### config.mk
export PLATFORM = sky130hd
export DESIGN_NAME = axis_dac_burst_mapper
export DESIGN_NICKNAME = d
export VERILOG_FILES = /design/src/rtl/axis_dac_burst_mapper.sv
export SDC_FILE = /design/constraint.sdc
export NUM_CORES = 1
export LEC_CHECK = 0
export ABC_AREA = 1
export CORE_MARGIN = 2
export CORE_UTILIZATION = 45
export CTS_CLUSTER_SIZE = 40
export DETAILED_ROUTE_END_ITERATION = 16
export PLACE_DENSITY = 0.75
export SKIP_LAST_GASP = 1
export SLEW_MARGIN = 20
export SYNTH_ARGS = -nofsm -noshare
export SYNTH_HDL_FRONTEND = slang
export SYNTH_SLANG_ARGS = --single-unit
### constraint.sdc
create_clock -name aclk -period 3.45 [get_ports aclk]
set_clock_uncertainty 0.1 [all_clocks]
set_input_delay 0.345 -clock aclk [delete_from_list [all_inputs] [get_ports aclk]]
set_output_delay 0.345 -clock aclk [all_outputs]
set_load 0.02 [all_outputs]
### src/rtl/axis_dac_burst_mapper.sv
// axis_dac_burst_mapper
//   Generates and maps DAC codes for CHANNELS outputs. Each channel selects
//   between AXI-Stream passthrough, PRBS-BPSK burst, burst-gate square and a
//   constant level, scaled by a saturated per-channel amplitude. A built-in
//   PRBS burst sequencer (IDLE/BURST/GAP) drives the burst channels.
//
// Ports
//   aclk, aresetn      clock, synchronous active-low reset
//   s_axis_tdata/valid stream input, one 16-bit lane per channel (low W bits used)
//   s_axis_tready      high whenever out of reset (no backpressure)
//   cfg_mode           2 bits per channel: 00 stream, 01 PRBS, 10 square, 11 const
//   cfg_amp            W bits per channel, unsigned magnitude
//   cfg_ctrl           [7:0] div, [10:8] rep, [13:11] ord, [14] en, [15] srst
//   m_axis_tdata/valid registered DAC codes, channel c at [W*c +: W]
//   tx_flag_o, sym_o   registered burst flag and current PRBS chip
module axis_dac_burst_mapper #(
  parameter int DAC_DATA_WIDTH   = 14,
  parameter int CHANNELS         = 2,
  parameter int AXIS_TDATA_WIDTH = 16 * CHANNELS
) (
  input  logic                               aclk,
  input  logic                               aresetn,
  input  logic [AXIS_TDATA_WIDTH-1:0]        s_axis_tdata,
  input  logic                               s_axis_tvalid,
  output logic                               s_axis_tready,
  input  logic [2*CHANNELS-1:0]              cfg_mode,
  input  logic [DAC_DATA_WIDTH*CHANNELS-1:0] cfg_amp,
  input  logic [31:0]                        cfg_ctrl,
  output logic [DAC_DATA_WIDTH*CHANNELS-1:0] m_axis_tdata,
  output logic                               m_axis_tvalid,
  output logic                               tx_flag_o,
  output logic                               sym_o
);

  localparam int W = DAC_DATA_WIDTH;
  localparam int LFSR_W = 10;
  localparam logic [W-1:0] AMP_MAX  = {1'b0, {(W-1){1'b1}}};
  localparam logic [W-1:0] MIDSCALE = {1'b0, {(W-1){1'b1}}};

  typedef enum logic [1:0] {IDLE, BURST, GAP} state_t;

  function automatic logic [W-1:0] sat_amp(input logic [W-1:0] amp);
    return (amp > AMP_MAX) ? AMP_MAX : amp;
  endfunction

  function automatic logic [W-1:0] to_code(input logic signed [W-1:0] v);
    return {v[W-1], ~v[W-2:0]};
  endfunction

  function automatic logic signed [W-1:0] chan_value(
    input logic [1:0]          mode,
    input logic [W-1:0]        amp,
    input logic signed [W-1:0] lane,
    input logic                vld,
    input logic                flag,
    input logic                sym
  );
    logic signed [W:0]   pos_w;
    logic signed [W:0]   neg_w;
    logic signed [W-1:0] pos_v;
    logic signed [W-1:0] neg_v;
    // +a/-a are formed one bit wider so negating the clipped magnitude
    // cannot overflow before truncation back to W bits.
    pos_w = signed'({1'b0, sat_amp(amp)});
    neg_w = -pos_w;
    pos_v = signed'(pos_w[W-1:0]);
    neg_v = signed'(neg_w[W-1:0]);
    case (mode)
      2'b00:   chan_value = vld ? lane : '0;
      2'b01:   chan_value = flag ? (sym ? pos_v : neg_v) : '0;
      2'b10:   chan_value = flag ? pos_v : neg_v;
      default: chan_value = pos_v;
    endcase
  endfunction

  logic [7:0] div_in;
  logic [2:0] rep_in;
  logic [2:0] ord_in;
  logic       en;
  logic       srst;
  logic       unused_bits;

  assign div_in      = cfg_ctrl[7:0];
  assign rep_in      = cfg_ctrl[10:8];
  assign ord_in      = cfg_ctrl[13:11];
  assign en          = cfg_ctrl[14];
  assign srst        = cfg_ctrl[15];
  assign unused_bits = ^{cfg_ctrl[31:16], s_axis_tdata};

  state_t            state, state_n;
  logic [LFSR_W-1:0] lfsr, lfsr_n;
  logic [7:0]        div_cnt, div_cnt_n;
  logic [9:0]        chip_cnt, chip_cnt_n;
  logic [2:0]        rep_cnt, rep_cnt_n;
  logic [7:0]        div_l, div_l_n;
  logic [2:0]        rep_l, rep_l_n;
  logic [2:0]        ord_l, ord_l_n;
  logic              ready;
  logic              fb;
  logic              advance;
  logic              chip_last;
  logic [9:0]        period_last;
  logic              burst_n;
  logic              sym_n;

  // Index of the last chip of one PRBS period: 2^N - 2. Wraps correctly
  // in 10 bits for N = 10.
  assign period_last = (10'd1 << ({1'b0, ord_l} + 4'd3)) - 10'd2;
  assign advance     = (div_cnt == div_l);
  assign chip_last   = (chip_cnt == period_last);

  always_comb begin
    fb = 1'b0;
    case (ord_l)
      3'd0:    fb = lfsr[2] ^ lfsr[1];
      3'd1:    fb = lfsr[3] ^ lfsr[2];
      3'd2:    fb = lfsr[4] ^ lfsr[2];
      3'd3:    fb = lfsr[5] ^ lfsr[4];
      3'd4:    fb = lfsr[6] ^ lfsr[5];
      3'd5:    fb = lfsr[7] ^ lfsr[5] ^ lfsr[4] ^ lfsr[3];
      3'd6:    fb = lfsr[8] ^ lfsr[4];
      default: fb = lfsr[9] ^ lfsr[6];
    endcase
  end

  always_comb begin
    state_n    = state;
    lfsr_n     = lfsr;
    div_cnt_n  = div_cnt;
    chip_cnt_n = chip_cnt;
    rep_cnt_n  = rep_cnt;
    div_l_n    = div_l;
    rep_l_n    = rep_l;
    ord_l_n    = ord_l;
    if (srst || !en) begin
      state_n = IDLE;
    end else begin
      case (state)
        IDLE: begin
          state_n    = BURST;
          lfsr_n     = '1;
          div_cnt_n  = '0;
          chip_cnt_n = '0;
          rep_cnt_n  = '0;
          div_l_n    = div_in;
          rep_l_n    = rep_in;
          ord_l_n    = ord_in;
        end
        BURST: begin
          div_cnt_n = advance ? 8'd0 : div_cnt + 8'd1;
          if (advance) begin
            lfsr_n = {lfsr[LFSR_W-2:0], fb};
            if (chip_last) begin
              chip_cnt_n = '0;
              if (rep_cnt == rep_l) begin
                state_n   = GAP;
                rep_cnt_n = '0;
              end else begin
                rep_cnt_n = rep_cnt + 3'd1;
              end
            end else begin
              chip_cnt_n = chip_cnt + 10'd1;
            end
          end
        end
        GAP: begin
          div_cnt_n = advance ? 8'd0 : div_cnt + 8'd1;
          if (advance) begin
            if (chip_last) begin
              // New burst: reseed and pick up any config written meanwhile.
              state_n    = BURST;
              lfsr_n     = '1;
              div_cnt_n  = '0;
              chip_cnt_n = '0;
              rep_cnt_n  = '0;
              div_l_n    = div_in;
              rep_l_n    = rep_in;
              ord_l_n    = ord_in;
            end else begin
              chip_cnt_n = chip_cnt + 10'd1;
            end
          end
        end
        default: state_n = IDLE;
      endcase
    end
  end

  // The flag/chip registers follow the next state so they line up with it.
  assign burst_n = (state_n == BURST);
  assign sym_n   = burst_n & lfsr_n[{1'b0, ord_l_n} + 4'd2];

  always_ff @(posedge aclk) begin
    if (!aresetn) begin
      state     <= IDLE;
      lfsr      <= '1;
      div_cnt   <= '0;
      chip_cnt  <= '0;
      rep_cnt   <= '0;
      div_l     <= '0;
      rep_l     <= '0;
      ord_l     <= '0;
      tx_flag_o <= 1'b0;
      sym_o     <= 1'b0;
      ready     <= 1'b0;
    end else begin
      state     <= state_n;
      lfsr      <= lfsr_n;
      div_cnt   <= div_cnt_n;
      chip_cnt  <= chip_cnt_n;
      rep_cnt   <= rep_cnt_n;
      div_l     <= div_l_n;
      rep_l     <= rep_l_n;
      ord_l     <= ord_l_n;
      tx_flag_o <= burst_n;
      sym_o     <= sym_n;
      ready     <= 1'b1;
    end
  end

  assign s_axis_tready = ready;
  assign m_axis_tvalid = ready;

  // Stage p0: stream lanes captured alongside the generator registers
  logic signed [W-1:0] lane_p0 [CHANNELS];
  logic                vld_p0;

  always_ff @(posedge aclk) begin
    for (int c = 0; c < CHANNELS; c++) begin
      lane_p0[c] <= signed'(s_axis_tdata[16*c +: W]);
    end
  end

  always_ff @(posedge aclk) begin
    if (!aresetn) begin
      vld_p0 <= 1'b0;
    end else begin
      vld_p0 <= s_axis_tvalid & ready;
    end
  end

  // Stage p1: per-channel value selection and offset-binary code register
  logic [W*CHANNELS-1:0] code_p1;

  always_comb begin
    code_p1 = '0;
    for (int c = 0; c < CHANNELS; c++) begin
      code_p1[W*c +: W] = to_code(chan_value(cfg_mode[2*c +: 2], cfg_amp[W*c +: W],
                                             lane_p0[c], vld_p0, tx_flag_o, sym_o));
    end
  end

  always_ff @(posedge aclk) begin
    if (!aresetn) begin
      m_axis_tdata <= {CHANNELS{MIDSCALE}};
    end else begin
      m_axis_tdata <= code_p1;
    end
  end

endmodule

==> results.cfg <==
[outcome]
status = completed

[global_route]
track_usage = 0.226
grt-ovfl-total = 0
grt_max_degree = 30
antenna_found_initial = 0
grt_pass1_wl_um = 24500
grt_pass1_vias = 5290

[power_and_ir_drop]
peakVddDrop_mv = 0.331
leakagePower_nw = 3.15
power_per_cell_area_mw_per_mm2 = 397
p_total_mw = 2.92

[routing]
num_vias = 5681
post-route-drc-count = 0
viasPerCell = 4.98
drt-total-wl_um = 14500
drt_iter0_markers = 336
detail-route-antenna-nets = 0
drtPass1Iterations = 5
wire_per_inst_um = 12.7

[synth]
synth_area_per_cell_sq_um = 6.72
synthArstFlopShare = 0
synth_top_cell_by_area = dfxtp_1
synth.lib_cells_used.distinct = 46
syn-instance-count = 858
seq_area_frac_synth = 0.372
yosysTopAreaCellShare = 0.372
synth_area_leaders = dfxtp_1 37%, nand2_1 13%, inv_1 7.0%, nor2_1 6.8%, nand3_1 6.0%
yosys_warnings = 0
synth_flop_cell = dfxtp_1
synth-edff-count = 0
ys_ff_latch = 107
netlist_area_sq_mm = 0.00577

[clocking]
htreeDepth = 3
post_cts_buffers = 0
ctsResizeCount = 0
clock_sinks = 107
postCtsHoldBufs = 0
cts_buffer_depth = 2
path_clk_slew_ns = 0.08
cts_buffers = 9
clk_latency_ns = 0.36
root_buffer = clkbuf_16
cts_tree = done

[floorplanning]
dieArea_sq_mm = 0.0137
chipWidth_um = 117
ioPinCount = 131
initial_core_util = 0.459
core_sq_mm = 0.0126
chipHeight_um = 117
fp-row-count = 41

[placed_design]
globalplace.congestion = 0.892
hpwl_um = 10900
port_buffers = 110
placed_area_sq_mm = 0.00703
dpl.cell_count = 1125
dp_slack_ns = 0.460

[layout]
nets = 1075
utilization = 0.585
stdcell_count = 1141
drive_above_1_share = 0.0743
fin_area_sq_mm = 0.00735
areaGrowthSynthToFinish_pct = 27.6
diodes = 0

[sta]
period_minus_slack_ns = 2.97
relSlewSlack = 0.577
rsz0062_at_grt = no
finalHoldViolations = 0
setup_violations = 0
fin_tns_setup_ns = 0
fin_hold_ws_ns = 0.321
fmax_mhz = 337
finalCritPeriodShare = 0.860
slew_violations = 0
timing.final.ws_setup_ns = 0.484
tightest_slew_ns = 0.634

[setup_path]
worstRegToRegCells = 16
critPathRequiredTime_ns = 3.66
path_cells = inv_1, nand2_1, nand2_1, nand2_1, a21oi_1, nor2_2, nand3_2, nand2_1, o211ai_1, a22oi_1, ha_1, nor2_1, nand3_2, a21oi_2, nand2_1, inv_1
r2r_slack_ns = 0.48
reg2reg_from = ord_l[1]$_SDFF_PN0_
start_kind = register
slowest_stage = dfxtp_1
path_class = register to register
cpPeakStageDelay_ns = 0.63
path_common_cell = nand2_1
cp-end-kind = register
r2r_end = sym_o$_SDFF_PN0_
cp.arrival_ns = 3.18
critPathMaxFanout = 11

[run]
maxCapViolations = 0

[min_path]
worstHoldStart = s_axis_tdata[9]
hp-class = primary input to register
hold_path_end = lane_p0[0][9]$_DFF_P_
hold_depth = 1
## final cells by class
| type | count | area, sq um |
|---|---|---|
| Clock buffer | 10 | 239 |
| Clock inverter | 6 | 88.8 |
| Fill cell | 1171 | 5210 |
| Inverter | 117 | 442 |
| Multi-Input combinational cell | 609 | 3060 |
| Sequential cell | 107 | 2140 |
| Tap cell | 172 | 215 |
| Timing Repair Buffer | 120 | 1170 |
## cells in the mapped netlist (2+ instances only)
library cell	number
nor2_2	10
a22oi_1	2
a211oi_1	2
buf_6	2
nor2_4	2
nor3_1	13
o221ai_1	2
a21oi_1	39
o21ai_1	3
nand2_4	3
buf_4	3
nand3b_1	4
nand4_1	9
nand3_2	5
o22ai_1	5
nor2_1	105
xnor2_1	8
a31oi_1	3
a221oi_1	2
o211ai_1	15
inv_1	107
inv_2	9
a21oi_2	2
or2_2	7
ha_1	12
xor2_1	7
o311ai_0	5
nor4_1	2
dfxtp_1	107
nand2_2	5
nand2_1	193
o21ai_0	60
clkbuf_1	17
nand3_1	69
or2_1	5
buf_2	4
## sequential cells by signal, summed over array words and instances, names as in the netlist
name,flops
lane_p0,28
m_axis_tdata,28
chip_cnt,10
lfsr,10
div_cnt,8
div_l,8
ord_l,3
rep_cnt,3
rep_l,3
state,2
m_axis_tvalid,1
sym_o,1
tx_flag_o,1
vld_p0,1
## kinds of logic after synthesis
group,share of synthesized area
AOI/OAI and AO/OA,0.148
xor gates and xnor gates,0.0228
adders and majority gates,0.0260
buffers and inverters,0.0990
DFF,0.372
other,0.000650
and+or+nand+nor,0.332
## critical path: cells and delay by family, from the launching register on
| kind | cells | cell delay (ns) |
|---|---|---|
| and+or+nand+nor | 9 | 1.02 |
| DFF | 1 | 0.63 |
| AOI/OAI and AO/OA | 4 | 0.60 |
| adders and majority gates | 1 | 0.32 |
| buffers and inverters | 2 | 0.25 |
## report_power, final
group	switching (mW)	internal (mW)	total [mW]
Sequential	0.0330	1.29	1.32
Combinational	0.265	0.220	0.485
Clock	0.504	0.607	1.11
Total	0.802	2.12	2.92
## metal layers
| metal | track usage | routed length, um | vias to the layer above |
|---|---|---|---|
| met2 | 0.358 | 6700 | 177 |
| li1 | - | - | 2987 |
| met1 | 0.289 | 6410 | 2499 |
| met3 | 0.0747 | 1140 | 18 |
| met5 | 0 | 0 | - |
| met4 | 0.0761 | 244 | 0 |
## worst max path at each step
stage / from / to / slack [ns] / cells past startpoint
final: ord_l[1]$_SDFF_PN0_ / sym_o$_SDFF_PN0_ / 0.48 / 16
after global routing: ord_l[2]$_SDFF_PN0_ / sym_o$_SDFF_PN0_ / 0.23 / 19
after CTS: ord_l[1]$_SDFF_PN0_ / sym_o$_SDFF_PN0_ / 0.51 / 19
after detailed placement: cfg_amp[27] / m_axis_tdata[26]$_SDFF_PN1_ / 0.46 / 15
after global placement: cfg_amp[27] / m_axis_tdata[26]$_SDFF_PN1_ / 0.49 / 15
after floorplan: cfg_amp[13] / m_axis_tdata[12]$_SDFF_PN1_ / 1.07 / 16
## cell usage in the layout (no fill, tap or decap), types with 10 or more instances in the layout
master / Yosys / routed
nand2_1: 193 / 193
clkdlybuf4s50_1: 0 / 109
inv_1: 107 / 107
dfxtp_1: 107 / 107
nor2_1: 105 / 105
nand3_1: 69 / 69
o21ai_0: 60 / 60
a21oi_1: 39 / 39
o211ai_1: 15 / 15
nor3_1: 13 / 13
ha_1: 12 / 12
nor2_2: 10 / 10
buf_4: 3 / 10
No activity file was read; power rests on OpenSTA's default activity.
